[config.mk]
export PLATFORM = sky130hd
export DESIGN_NAME = demux_1x2_stream
export DESIGN_NICKNAME = d
export VERILOG_FILES = /design/src/rtl/demux_pkg.sv /design/src/rtl/demux_out_slice.sv /design/src/rtl/demux_1x2_stream.sv
export SDC_FILE = /design/constraint.sdc
export NUM_CORES = 1
export LEC_CHECK = 0
export CORE_UTILIZATION = 35
export DETAILED_ROUTE_END_ITERATION = 6
export HOLD_SLACK_MARGIN = 0.05
export PLACE_DENSITY = 0.69
export SLEW_MARGIN = 10
export SYNTH_ARGS = -nofsm -noshare
export SYNTH_HDL_FRONTEND = slang
export SYNTH_SLANG_ARGS = --single-unit
export TNS_END_PERCENT = 50
[constraint.sdc]
create_clock -name clk -period 4 [get_ports clk]
set_input_delay 0.6 -clock clk [delete_from_list [all_inputs] [get_ports clk]]
set_output_delay 0.6 -clock clk [all_outputs]
set_load 0.05 [all_outputs]
[src/rtl/demux_pkg.sv]
// demux_pkg: shared state and port types for demux_1x2_stream
package demux_pkg;
  typedef enum logic {IDLE, ROUTE} demux_state_t;
  typedef enum logic {PORT0 = 1'b0, PORT1 = 1'b1} demux_port_t;
endpackage

[src/rtl/demux_out_slice.sv]
// demux_out_slice: one-entry register slice; drains and refills in the same cycle
module demux_out_slice #(
  parameter int N = 4
) (
  input  logic         clk,
  input  logic         reset_n,
  input  logic         load,
  input  logic [N-1:0] in_data,
  input  logic         in_last,
  output logic         out_valid,
  input  logic         out_ready,
  output logic [N-1:0] out_data,
  output logic         out_last,
  output logic         can_accept
);
  assign can_accept = !out_valid || out_ready;
  always_ff @(posedge clk or negedge reset_n)
    if (!reset_n) begin
      out_valid <= 1'b0;
      out_data  <= '0;
      out_last  <= 1'b0;
    end else if (load) begin
      out_valid <= 1'b1;
      out_data  <= in_data;
      out_last  <= in_last;
    end else if (out_ready) begin
      out_valid <= 1'b0;
    end
endmodule

[src/rtl/demux_1x2_stream.sv]
// demux_1x2_stream: packet-locked 1-to-2 stream demux; DEMUX_STATS_EN adds per-port beat counters cnt0/cnt1
module demux_1x2_stream
  import demux_pkg::*;
#(
  parameter int N     = 4,
  parameter int CNT_W = 16
) (
  input  logic             clk,
  input  logic             reset_n,
  input  logic [N-1:0]     in_data,
  input  logic             in_valid,
  input  logic             in_last,
  output logic             in_ready,
  input  logic             s,
  output logic [N-1:0]     out0_data,
  output logic             out0_valid,
  output logic             out0_last,
  input  logic             out0_ready,
  output logic [N-1:0]     out1_data,
  output logic             out1_valid,
  output logic             out1_last,
  input  logic             out1_ready,
  output logic             sel_q,
  output logic             busy
`ifdef DEMUX_STATS_EN
  ,
  output logic [CNT_W-1:0] cnt0,
  output logic [CNT_W-1:0] cnt1
`endif
);
  demux_state_t state, state_nx;
  demux_port_t  target;
  logic         sel_nx, acc, load0, load1, ca0, ca1;
  always_ff @(posedge clk or negedge reset_n)
    if (!reset_n) begin
      state <= IDLE;
      sel_q <= 1'b0;
    end else begin
      state <= state_nx;
      sel_q <= sel_nx;
    end
  // In ROUTE the target already equals sel_q, so latching it on every accept is harmless
  always_comb begin
    state_nx = acc ? (in_last ? IDLE : ROUTE) : state;
    sel_nx   = acc ? target : sel_q;
  end
  always_comb begin
    target   = (state == IDLE) ? demux_port_t'(s) : demux_port_t'(sel_q);
    in_ready = (target == PORT1) ? ca1 : ca0;
    acc      = in_valid && in_ready;
    load0    = acc && target == PORT0;
    load1    = acc && target == PORT1;
    busy     = state == ROUTE;
  end
  demux_out_slice #(.N(N)) u_slice0 (
    .clk(clk), .reset_n(reset_n), .load(load0), .in_data(in_data), .in_last(in_last),
    .out_valid(out0_valid), .out_ready(out0_ready), .out_data(out0_data), .out_last(out0_last),
    .can_accept(ca0)
  );
  demux_out_slice #(.N(N)) u_slice1 (
    .clk(clk), .reset_n(reset_n), .load(load1), .in_data(in_data), .in_last(in_last),
    .out_valid(out1_valid), .out_ready(out1_ready), .out_data(out1_data), .out_last(out1_last),
    .can_accept(ca1)
  );
`ifdef DEMUX_STATS_EN
  always_ff @(posedge clk or negedge reset_n)
    if (!reset_n) begin
      cnt0 <= '0;
      cnt1 <= '0;
    end else begin
      cnt0 <= cnt0 + CNT_W'(out0_valid && out0_ready);
      cnt1 <= cnt1 + CNT_W'(out1_valid && out1_ready);
    end
`else
  logic unused_cnt_w;
  assign unused_cnt_w = ^CNT_W;
`endif
endmodule

==> impl_metrics.tcl <==
set metrics [dict create \
    drt-total-wl_um 1000 \
    fmax_mhz 338 \
    synthToLayoutAreaGrowth_pct 53.4 \
    cp-end-kind "primary output" \
    initialDrtViolationCount 3 \
    cts_max_level 1 \
    status "completed" \
    avgSynthCellArea_sq_um 16.0 \
    hold_violations 0 \
    grt_overflow 0 \
    rsz0062_at_grt "false" \
    synth-xor-area-share_pct 0 \
    first_pass_iters 2 \
    synth_compound_area_share_pct 4.36 \
    wl_per_cell_um 12.4 \
    cts_buffers 3 \
    grt_pass1_vias 401 \
    clkTransAtPathRegs_ns 0.08 \
    cts_tree "yes" \
    die_area_sq_um 1810 \
    fin_crit_sh_pct 74.0 \
    ff2ff_path_depth 3 \
    track_usage_pct 13.6 \
    cap_violations 0 \
    final_layout_size_suffix_gt1_share_pct 29.2 \
    hp-class "reg -> reg" \
    via_per_inst 4.78 \
    drc_errors 0 \
    crit_type "in -> out" \
    syn_nets 47 \
    ctsResizeCount 0 \
    layout_min_cycle_time_ns 2.96 \
    grt_antenna_before_repair 0 \
    skew_ns 0.00254 \
    postCtsSetupRepairBufs 0 \
    synth_top_family_by_area "multiplexers" \
    synth_simple_gate_area_share_pct 10.0 \
    grt_max_degree 15 \
    worstPathRequired_ns 3.40 \
    synthCells 36 \
    synth.ff_latch_count 14 \
    die_y_um 42.5 \
    synth_mux_area_share_pct 24.0 \
    coreArea_sq_um 1520 \
    diodes 0 \
    relSlewSlack_pct 59.6 \
    max_slew.worst_pin.slew_ns 0.604 \
    syn_area_sq_um 574 \
    num_vias 387 \
    grt_pass1_wl_um 1780 \
    io_buffers 25 \
    cts-hold-fix-buffers 0 \
    cp.arrival_ns 2.36 \
    hold_depth 1 \
    final_nets 77 \
    io_pins 26 \
    report.final.slew_viol_count 0 \
    ant_nets 0 \
    worst-path-max-fanout 3 \
    fin_setup_tns_ns 0 \
    setup_viol 0 \
    root_buffer "clkbuf_4" \
    row_count 14 \
    cts.sinks 14 \
    die_x_um 42.5 \
    ys.warnings.count 0 \
    ys_types 11 \
    start_util_pct 37.7 \
    routabilityCongestion 0.648 \
    clock_latency_ns 0.27 \
    cp-start-kind "input pin" \
    clockBufferDepth 2 \
    synthAdderAreaFrac_pct 0 \
    ys_seq_area_share_pct 61.0 \
]
## synth_stat cells
cell type | n | share of area, %
a21boi_0 | 1 | 1.3
a21oi_2 | 1 | 1.5
a31o_1 | 1 | 1.5
dfrtp_1 | 14 | 61
inv_1 | 1 | 0.65
mux2_2 | 11 | 22
mux2i_2 | 1 | 2.4
nand2_1 | 2 | 1.3
nand2b_1 | 2 | 2.2
nand3_4 | 1 | 3.1
nand3b_4 | 1 | 3.5
## cell type report
type / instances / area (sq um)
fill: 131 / 643
inverter: 1 / 3.75
clock buffer: 4 / 36.3
multi-input combinational: 21 / 220
timing repair buffer: 25 / 250
sequential: 14 / 350
tap: 16 / 20.0
## placed cells by master (no fill, tap or decap), drive strengths merged
cell type	netlist	routed
nand3b	1	1
dfrtp	14	14
nand3	1	1
mux2	11	11
mux2i	1	1
nand2b	2	2
clkdlybuf4s50	0	25
nand2	2	2
clkbuf	0	4
a31o	1	1
inv	1	1
a21boi	1	1
a21oi	1	1
## worst max-delay path, cell delays in order
cell and delay [ns]:
clkdlybuf4s50_1 0.41, mux2i_2 0.28, mux2_2 0.37, clkdlybuf4s50_1 0.69
## kinds of logic (layout without fill, tap and decap cells)
| logic type | count (synthesis) | after routing |
|---|---|---|
| AO/OA/AOI/OAI | 3 | 3 |
| buffers and inverters | 1 | 30 |
| flip-flops | 14 | 14 |
| multiplexers | 12 | 12 |
| AND/OR/NAND/NOR | 6 | 6 |
## worst paths after layout
| kind | startpoint | endpoint | slack [ns] |
|---|---|---|---|
| setup / recovery | s | in_ready | 1.04 |
| hold / removal | u_slice0.out_data[0]$_DFFE_PN0P_ | u_slice0.out_data[0]$_DFFE_PN0P_ | 0.51 |
| setup reg to reg | busy$_DFFE_PN0N_ | u_slice1.out_data[3]$_DFFE_PN0P_ | 2.53 |
| hold reg to reg | u_slice0.out_data[0]$_DFFE_PN0P_ | u_slice0.out_data[0]$_DFFE_PN0P_ | 0.51 |
| max in group asynchronous | reset_n | u_slice1.out_data[3]$_DFFE_PN0P_ | 2.91 |
| min in group asynchronous | reset_n | sel_q$_DFFE_PN0N_ | 0.70 |
## registers in the layout, indices dropped and copies added, names as in the netlist
signal	flops
u_slice0.out_last	1
u_slice0.out_valid	1
u_slice0.out_data	4
u_slice1.out_last	1
u_slice1.out_data	4
busy	1
sel_q	1
u_slice1.out_valid	1
## routing by layer
metal | wire length [um] | vias to the layer above | GRT usage, % | share of wire, %
li1 | - | 185 | - | -
met1 | 482 | 184 | 18.6 | 48
met2 | 436 | 18 | 18.5 | 44
met3 | 82 | 0 | 3.88 | 8.2
met4 | 0 | 0 | 9.38 | 0
met5 | 0 | - | 0 | 0
## stage by stage
| stage | util, % | std cells | hold WS [ns] | cell area (sq um) | setup WS [ns] |
|---|---|---|---|---|---|
| floorplan | - | 36 | 0.304 | 574 | 1.89 |
| global placement | 55.4 | 77 | 0.488 | 845 | 1.06 |
| CTS | 57.8 | 81 | 0.512 | 881 | 1.03 |
| global route | 57.8 | 81 | 0.527 | 881 | 0.975 |
| detailed placement | 55.4 | 77 | 0.493 | 845 | 1.05 |
| finish | 57.8 | 81 | 0.510 | 881 | 1.04 |
Power is left out: the tool's default activity adds up to more than one toggle a clock period on the data nets, which glitch-free logic cannot reach.
